`src/rtl/cpu_ctrl_pkg.sv`:
```
`default_nettype none
// ============================================================================
// Module  : cpu_ctrl_pkg
// Purpose : Shared types and constants for the pipeline control logic.
//           Provides the hazard sequencer state encoding, the architectural
//           zero register index and the canonical NOP encoding used for
//           bubbles.
// Ports   : (package, no ports)
// Revision: 1.0 - initial release
// ============================================================================
package cpu_ctrl_pkg;

    typedef enum logic [1:0] {
        HZ_RUN        = 2'd0,
        HZ_MD_BUSY    = 2'd1,
        HZ_REDIR_PEND = 2'd2
    } hz_state_e;

    localparam logic [4:0]  REG_ZERO  = 5'd0;
    localparam logic [31:0] NOP_INSTR = 32'h0000_0013;   // addi x0, x0, 0

endpackage : cpu_ctrl_pkg
`default_nettype wire

```
`src/rtl/hazard_loaduse_detect.sv`:
```
`default_nettype none
// ============================================================================
// Module  : hazard_loaduse_detect
// Purpose : Purely combinational load-use hazard detector. Flags when the
//           instruction in ID reads a register that the load in EX has not
//           yet written back. x0 is hard-wired and never forms a hazard.
// Ports   : id_rs1_i, id_rs2_i        - source registers of the ID instruction
//           id_use_rs1_i, id_use_rs2_i - ID instruction actually reads rs1/rs2
//           ex_rd_i                   - destination register of EX instruction
//           ex_memread_i              - EX instruction is a load
//           load_use_o                - hazard present this cycle
// Revision: 1.0 - initial release
// ============================================================================
module hazard_loaduse_detect
    import cpu_ctrl_pkg::*;
(
    input  logic [4:0] id_rs1_i,
    input  logic [4:0] id_rs2_i,
    input  logic       id_use_rs1_i,
    input  logic       id_use_rs2_i,
    input  logic [4:0] ex_rd_i,
    input  logic       ex_memread_i,
    output logic       load_use_o
);

    logic w_rs1_hit;
    logic w_rs2_hit;

    assign w_rs1_hit  = id_use_rs1_i && (id_rs1_i == ex_rd_i);
    assign w_rs2_hit  = id_use_rs2_i && (id_rs2_i == ex_rd_i);
    assign load_use_o = ex_memread_i && (ex_rd_i != REG_ZERO) && (w_rs1_hit || w_rs2_hit);

endmodule : hazard_loaduse_detect
`default_nettype wire

```
`src/rtl/pipeline_hazard_ctrl.sv`:
```
`default_nettype none
// ============================================================================
// Module  : pipeline_hazard_ctrl
// Purpose : Central stall/flush sequencer for the 5-stage pipeline. Resolves
//           memory wait states, pending redirects, multi-cycle mul/div,
//           EX-stage redirects and load-use hazards (in that priority) into
//           hold/flush controls for the PC and pipeline registers, and counts
//           stall cycles.
// Ports   : clk, rst_n                  - clock, async active-low reset
//           id_rs1_i/id_rs2_i/id_use_*  - ID-stage operand usage
//           ex_rd_i, ex_memread_i       - EX-stage load destination
//           ex_md_i                     - EX instr is mul/div (first EX cycle)
//           ex_redirect_i, ex_target_i  - EX-resolved taken branch / jump
//           im_wait_i, dm_wait_i        - memory not ready this cycle
//           pc_hold_o, pc_redirect_o, pc_target_o - PC control
//           *_stall_o, *_flush_o        - pipeline register control
//           perf_stall_cnt_o            - cycles with PC held and no redirect
// Revision: 1.0 - initial release
// ============================================================================
module pipeline_hazard_ctrl
    import cpu_ctrl_pkg::*;
#(
    parameter int MD_CYCLES = 4,
    parameter int CNT_W     = 32
) (
    input  logic             clk,
    input  logic             rst_n,
    input  logic [4:0]       id_rs1_i,
    input  logic [4:0]       id_rs2_i,
    input  logic             id_use_rs1_i,
    input  logic             id_use_rs2_i,
    input  logic [4:0]       ex_rd_i,
    input  logic             ex_memread_i,
    input  logic             ex_md_i,
    input  logic             ex_redirect_i,
    input  logic [31:0]      ex_target_i,
    input  logic             im_wait_i,
    input  logic             dm_wait_i,
    output logic             pc_hold_o,
    output logic             pc_redirect_o,
    output logic [31:0]      pc_target_o,
    output logic             if_id_stall_o,
    output logic             if_id_flush_o,
    output logic             id_ex_stall_o,
    output logic             id_ex_flush_o,
    output logic             ex_mem_stall_o,
    output logic             ex_mem_flush_o,
    output logic             mem_wb_stall_o,
    output logic [CNT_W-1:0] perf_stall_cnt_o
);

    localparam int MD_W = (MD_CYCLES > 2) ? $clog2(MD_CYCLES) : 1;
    // MD_BUSY covers the extra EX cycles after the first (spent in RUN);
    // leave once the post-increment count reaches MD_CYCLES-2.
    localparam int             c_md_last_i = (MD_CYCLES > 2) ? (MD_CYCLES - 2) : 1;
    localparam logic [MD_W-1:0] c_md_last  = MD_W'(c_md_last_i);

    hz_state_e        state_q, state_d;
    logic [MD_W-1:0]  md_cnt_q, md_cnt_d;
    logic             pend_valid_q, pend_valid_d;
    logic [31:0]      pend_target_q, pend_target_d;
    logic [CNT_W-1:0] perf_q, perf_d;

    logic             w_load_use;
    logic             w_mem_wait;
    logic [MD_W-1:0]  w_md_inc;

    hazard_loaduse_detect u_loaduse (
        .id_rs1_i     (id_rs1_i),
        .id_rs2_i     (id_rs2_i),
        .id_use_rs1_i (id_use_rs1_i),
        .id_use_rs2_i (id_use_rs2_i),
        .ex_rd_i      (ex_rd_i),
        .ex_memread_i (ex_memread_i),
        .load_use_o   (w_load_use)
    );

    assign w_mem_wait = im_wait_i | dm_wait_i;
    assign w_md_inc   = md_cnt_q + MD_W'(1);

    always_ff @(posedge clk or negedge rst_n) begin
        if (!rst_n) begin
            state_q       <= HZ_RUN;
            md_cnt_q      <= '0;
            pend_valid_q  <= 1'b0;
            pend_target_q <= 32'd0;
            perf_q        <= '0;
        end else begin
            state_q       <= state_d;
            md_cnt_q      <= md_cnt_d;
            pend_valid_q  <= pend_valid_d;
            pend_target_q <= pend_target_d;
            perf_q        <= perf_d;
        end
    end

    always_comb begin
        state_d        = state_q;
        md_cnt_d       = md_cnt_q;
        pend_valid_d   = pend_valid_q;
        pend_target_d  = pend_target_q;
        pc_hold_o      = 1'b0;
        pc_redirect_o  = 1'b0;
        pc_target_o    = pend_valid_q ? pend_target_q : ex_target_i;
        if_id_stall_o  = 1'b0;
        if_id_flush_o  = 1'b0;
        id_ex_stall_o  = 1'b0;
        id_ex_flush_o  = 1'b0;
        ex_mem_stall_o = 1'b0;
        ex_mem_flush_o = 1'b0;
        mem_wb_stall_o = 1'b0;

        if (w_mem_wait) begin
            // Whole pipe freezes; the mul/div counter is frozen by simply
            // not advancing it. A redirect seen now is parked until the
            // wait clears so the PC update is not lost.
            pc_hold_o      = 1'b1;
            if_id_stall_o  = 1'b1;
            id_ex_stall_o  = 1'b1;
            ex_mem_stall_o = 1'b1;
            mem_wb_stall_o = 1'b1;
            if ((state_q == HZ_RUN) && ex_redirect_i) begin
                pend_target_d = ex_target_i;
                pend_valid_d  = 1'b1;
                state_d       = HZ_REDIR_PEND;
            end
        end else begin
            case (state_q)
                HZ_REDIR_PEND: begin
                    pc_redirect_o = 1'b1;
                    pc_target_o   = pend_target_q;
                    if_id_flush_o = 1'b1;
                    id_ex_flush_o = 1'b1;
                    pend_valid_d  = 1'b0;
                    state_d       = HZ_RUN;
                end
                HZ_MD_BUSY: begin
                    // EX is occupied: hold front end, send a bubble to MEM.
                    pc_hold_o      = 1'b1;
                    if_id_stall_o  = 1'b1;
                    id_ex_stall_o  = 1'b1;
                    ex_mem_flush_o = 1'b1;
                    md_cnt_d       = w_md_inc;
                    if (w_md_inc == c_md_last) begin
                        md_cnt_d = '0;
                        state_d  = HZ_RUN;
                    end
                end
                default: begin
                    if (ex_redirect_i) begin
                        // The ID instruction is killed, so any load-use
                        // hazard it would have caused is irrelevant.
                        pc_redirect_o = 1'b1;
                        pc_target_o   = ex_target_i;
                        if_id_flush_o = 1'b1;
                        id_ex_flush_o = 1'b1;
                    end else if (ex_md_i) begin
                        pc_hold_o      = 1'b1;
                        if_id_stall_o  = 1'b1;
                        id_ex_stall_o  = 1'b1;
                        ex_mem_flush_o = 1'b1;
                        md_cnt_d       = '0;
                        // With MD_CYCLES==2 the single extra cycle is this one.
                        if (MD_CYCLES > 2) begin
                            state_d = HZ_MD_BUSY;
                        end
                    end else if (w_load_use) begin
                        pc_hold_o     = 1'b1;
                        if_id_stall_o = 1'b1;
                        id_ex_flush_o = 1'b1;
                    end
                end
            endcase
        end

        perf_d = perf_q;
        if (pc_hold_o && !pc_redirect_o) begin
            perf_d = perf_q + CNT_W'(1);
        end
    end

    assign perf_stall_cnt_o = perf_q;

endmodule : pipeline_hazard_ctrl
`default_nettype wire

```
`config.mk`:
```
export PLATFORM = sky130hd
export DESIGN_NAME = pipeline_hazard_ctrl
export DESIGN_NICKNAME = d
export VERILOG_FILES = /design/src/rtl/cpu_ctrl_pkg.sv /design/src/rtl/hazard_loaduse_detect.sv /design/src/rtl/pipeline_hazard_ctrl.sv
export SDC_FILE = /design/constraint.sdc
export NUM_CORES = 1
export LEC_CHECK = 0
export BUFFER_PORTS_ARGS = -buffer_cell sky130_fd_sc_hd__buf_2
export CAP_MARGIN = 25
export CORE_MARGIN = 4
export CORE_UTILIZATION = 52
export CTS_CLUSTER_DIAMETER = 50
export CTS_CLUSTER_SIZE = 28
export DETAILED_ROUTE_END_ITERATION = 8
export PLACE_DENSITY = 0.81
export SETUP_SLACK_MARGIN = 0.2
export SYNTH_ARGS = -nofsm -noshare
export SYNTH_HDL_FRONTEND = slang
export SYNTH_SLANG_ARGS = --single-unit
export TNS_END_PERCENT = 5
```
`constraint.sdc`:
```
create_clock -name clk -period 2.4 [get_ports clk]
set_input_delay 0 -clock clk [delete_from_list [all_inputs] [get_ports clk]]
set_output_delay 0 -clock clk [all_outputs]
set_load 0.03 [all_outputs]
```
Word level (Yosys, flattened, before mapping)
Cells that the tools add are included.
Widths: inputs -> output; s select.
- bitwise gates (word level): 3
- add/subtract/negate cells: 2
- equality and inequality tests: 9
- order comparisons: 0
- multiplexer cells: 35
- reduce and logical (&&, ||, !) cells: 17
- div/mod/pow operators: 0
- $mul: 0
- shift operators: 0
- operators by type and width (operator ; count):
    $mux 32 ; 3
    $pmux 32 s2 ; 1
    $add 32x1->32 const B ; 1
    $mux 1 ; 17
    $mux 2 ; 8
    $eq 5x5->1 ; 2
    $pmux 1 s2 ; 4
    $pmux 2 s2 ; 2
    $reduce_and 4->1 ; 2
    $logic_and 1x1->1 ; 6
    $reduce_bool 5->1 ; 1
    $eq 2x2->1 const B ; 2
    $ne 2x1->1 const B ; 2
    $ne 4x1->1 const B ; 1
    $reduce_and 2->1 ; 2
    $reduce_bool 2->1 ; 2
    $reduce_bool 4->1 ; 1
    $ne 3x3->1 const B ; 1
    $add 2x1->2 const B ; 1
    $eq 2x1->1 const B ; 1
    $logic_not 2->1 ; 1
    $not 1->1 ; 2
    $logic_not 1->1 ; 1
    $logic_or 1x1->1 ; 1
    $or 1x1->1 ; 1
- input bits: 56
- bits in writable memories: 0
- bits in latches: 0
- bits in read-only memories: 0
- word-level logic and storage cells: 71
- bits in registers: 69
- output and inout bits: 73
- memories kept: 0

Longest topological paths before layout
- depth after elaboration: 10
- gate-level depth with buffers: 8
- depth with buffers taken out: 7

By module
From an unflattened synthesis, not the netlist that was laid out.
- cells, all modules: 387
- area, all modules: 4142.7 um^2
- modules (own cells, without submodules) (module ; cells each ; area an instance (um^2) ; sequential area each (um^2) ; instances):
    pipeline_hazard_ctrl ; 370 ; 4008.8 ; 1726.7 ; 1
    hazard_loaduse_detect ; 17 ; 133.9 ; 0.0 ; 1

Least setup slack after synthesis
OpenSTA, ideal clock, no wires.
- path kind: register -> output
- from: register state_q[0]
- to: output pc_target_o[10]
- data required time: 2.400 ns
- stages on the path, launching flop included: 8
- path buffers: 2
- slack: 0.401 ns
- arrival: 1.999 ns
- cells stage by stage: dfrtp_1 inv_1 ha_1 nor2b_1 clkbuf_1 clkbuf_1 a22oi_1 o22ai_1
- cells in the longest elaborated chain, start to end: 3
- elaborated cells between the ends (all ways): 4
- those cells by class: eq/ne (2); mux (2)
- ends and longest elaborated chain (what ; line ; text):
    start: declaration ; pipeline_hazard_ctrl.sv:58 ; hz_state_e state_q, state_d;
    start signal: assignment ; pipeline_hazard_ctrl.sv:89 ; state_q <= state_d;
    $eq 2x1->1 or $eq 2x2->1 (tied branches) ; pipeline_hazard_ctrl.sv:128 ; case (state_q)
    $pmux 32 s2 * ; pipeline_hazard_ctrl.sv:128 ;
    $mux 32 * ; pipeline_hazard_ctrl.sv:113 ; if (w_mem_wait) begin
    end: declaration ; pipeline_hazard_ctrl.sv:41 ; output logic [31:0] pc_target_o,
Mark *: on every way between the ends. The rest lies on a longest branch, timed or not.

Worst setup path after layout
Ends and elaborated chain as after synthesis.

==> results.cfg <==
[cells_and_area]
areaGrowthSynthToFinish_pct = 31.2
drive_gt1_frac = 0.379
antenna_cells = 0
nNetsFinal = 599
fin_cells = 646

[setup_path]
required_ps = 2400
r2r_cells = 8
path_class = flip-flop to primary output
cpPeakStageDelay_ps = 390
crit_family = buffers and inverters
cp.arrival_ps = 2130
crit_path_max_fanout = 32
cp.depth = 7
critPathBufInv = 3
crit_chain = inv_1, ha_4, and2_1, buf_12, a22oi_1, o22ai_1, buf_2
cp-start-kind = flip-flop
cp_slowest_cell = dfrtp_1
crit_path_end_kind = primary output

[cts]
clk_latency_ps = 350
clockBufferDepth = 2
cts.sinks = 69
clkTransAtPathRegs_ps = 70
htreeDepth = 3
numCtsBuffers = 9
clockRootBuffer = clkbuf_8
cts_tree = built

[yosys]
synth_common_cells = dfrtp_1, xnor2_1, a22oi_1, mux2_2
avgSynthCellArea_um2 = 10.8
syn-num-nets = 445
synth-seq-cells = 69
yosysTopAreaCell = dfrtp_1
yosysTopAreaCellShare = 0.415
ys_seq_area_frac = 0.415
syn_area_um2 = 4160
syn_inst = 385
ys_types = 43
synth-edff-count = 0
synth_top_cells_by_area = dfrtp_1, mux2_2, xnor2_1, mux2i_1, a22oi_1
synthArstFlopShare = 1.00
yosys_warnings = 0
ys.flop_type = dfrtp_1
yosysMostFrequentCell = dfrtp_1

[sta]
tns_ps = 0
finClkSkew_ps = 9.43
setup_viol = 0
finalWorstSetupSlack_ps = 267
drv_slew = 0
fmax_mhz = 469
hold_viol = 0
slew_headroom = 0.619
rsz0062_at_grt = no
period_needed_ps = 2130
worstMarginPinSlew_ps = 569
finalCritPeriodShare = 0.889

[die]
die_area_um2 = 9500
core_area_um2 = 7770
ios = 129
rows = 32
initial_core_util = 0.536
die_w_um = 97.5
die_h_um = 97.5

[power]
p_int_uw = 3400
fin_total_pwr_uw = 6270
p_per_area_nw_per_um2 = 1150
clkPwrFrac = 0.153
power_switching_uw = 2860
vdd_ir_drop_max_mv = 0.520
p_comb_frac = 0.542
p_leak_uw = 0.00252
seq_power_share = 0.305
power_switching_share = 0.457

[placed_design]
dp_cells = 596
dp_hpwl_um = 7210
post-place-ws_ps = 326
globalplace.congestion = 0.824
port_buffers = 128

[route]
ant_nets = 0
drcViolationCount = 0
drtPass1Iterations = 4
routedWlPerCell_um = 17.3
vias = 3749
vias_per_cell = 5.80
drt_iter0_markers = 208
totalWireLength_um = 11200

[global_routing]
grt_pass1_wl_um = 18600
grt_usage = 0.236
grt_pass1_vias = 3844
antenna_found_initial = 0
overflow = 0
grt_max_degree = 66

[hold_path]
min_path_cells = 4
min_path_type = primary input to flip-flop

[outcome]
status = finished clean

[run]
max-cap-violations = 0
==> registers in the layout (all words and copies together) (netlist names) <==
register          flops
pend_target_q        32
state_q               2
md_cnt_q              2
perf_stall_cnt_o     32
pend_valid_q          1
==> path summary, 6_finish.rpt <==
| path | endpoint | slack (ps) | startpoint |
|---|---|---|---|
| max reg2reg | perf_stall_cnt_o[1] | 430 | state_q[0] |
| min in group asynchronous | pend_target_q[21] | 220 | rst_n |
| max | pc_target_o[10] | 270 | state_q[0] |
| min | state_q[1] | 90 | ex_md_i |
| min reg2reg | perf_stall_cnt_o[31] | 500 | perf_stall_cnt_o[31] |
| max in group asynchronous | pend_target_q[1] | 1620 | rst_n |
==> worst register-to-register path, cell delays in order (launching register included) <==
cell	delay [ps]
dfrtp_1	390
inv_1	100
ha_4	330
inv_1	60
nand2_1	100
o211ai_1	130
buf_4	240
nor2_1	160
mux2_2	350
==> power by group through the flow <==
stage | clock (uW) | sequential, uW | combinational (uW)
after floorplan | 0 | 1910 | 2360
after global placement | 0 | 1880 | 3140
after detailed placement | 0 | 1920 | 3210
after CTS | 966 | 1900 | 3280
after global routing | 1010 | 1960 | 3620
final | 957 | 1910 | 3400
==> metrics by stage <==
| stage | hold WS (ps) | cell area (um^2) | util |
|---|---|---|---|
| after floorplan | -296 | 4160 | - |
| after CTS | 80.3 | 5430 | 0.698 |
| final | 89.4 | 5460 | 0.703 |
| after global placement | -166 | 4880 | 0.628 |
| after global routing | 146 | 5460 | 0.703 |
| after detailed placement | -164 | 4880 | 0.628 |
==> logic make-up (layout without fill, tap and decap cells) <==
| family | count (synthesis) | in the layout | synth area share |
|---|---|---|---|
| flip-flops | 69 | 69 | 0.415 |
| buffers and inverters | 38 | 197 | 0.0484 |
| multiplexers | 65 | 65 | 0.166 |
| AO/OA/AOI/OAI | 110 | 110 | 0.189 |
| AND/OR/NAND/NOR | 58 | 58 | 0.0833 |
| XOR/XNOR | 41 | 41 | 0.0863 |
| adder cells (fa/ha/maj) | 4 | 4 | 0.0120 |
==> per-layer routing <==
layer,up-vias,wire (um),GRT usage,share of wire
met1,1814,4610,0.296,0.41
met5,-,0,0,0
met2,138,5650,0.392,0.51
met3,27,591,0.0424,0.053
met4,0,304,0.113,0.027
li1,1770,-,-,-
==> repair_timing <==
action | in CTS | in global routing
hold endpoints to repair | 101 | 0
buffers inserted | 0 | 0
hold buffers | 34 | 0
gates resized for setup | 4 | 9
setup endpoints to repair | 34 | 35
==> cell type report <==
type | count | area (um^2)
Clock inverter | 4 | 47.5
Timing Repair Buffer | 174 | 1130
Tap cell | 102 | 128
Multi-Input combinational cell | 278 | 2250
Clock buffer | 12 | 145
Inverter | 7 | 26.3
Sequential cell | 69 | 1730
Fill cell | 584 | 2310
==> layout by cell type, fill, tap and decap left out, types with 3 or more instances in the layout <==
cell	n
buf_4	7
o211ai_1	5
nor2_1	11
nand4_1	6
buf_2	127
mux2i_1	32
a21oi_1	3
and3_1	3
clkbuf_8	10
xnor2_1	41
dlygate4sd3_1	34
a22oi_1	33
nand3_1	4
o22ai_1	32
and4_1	3
dfrtp_1	68
buf_12	4
inv_1	6
and3_2	3
nand2_1	12
o21ai_0	13
o2111ai_1	15
mux2_2	33
and2_1	5
Power figures use the tool's default switching activity.
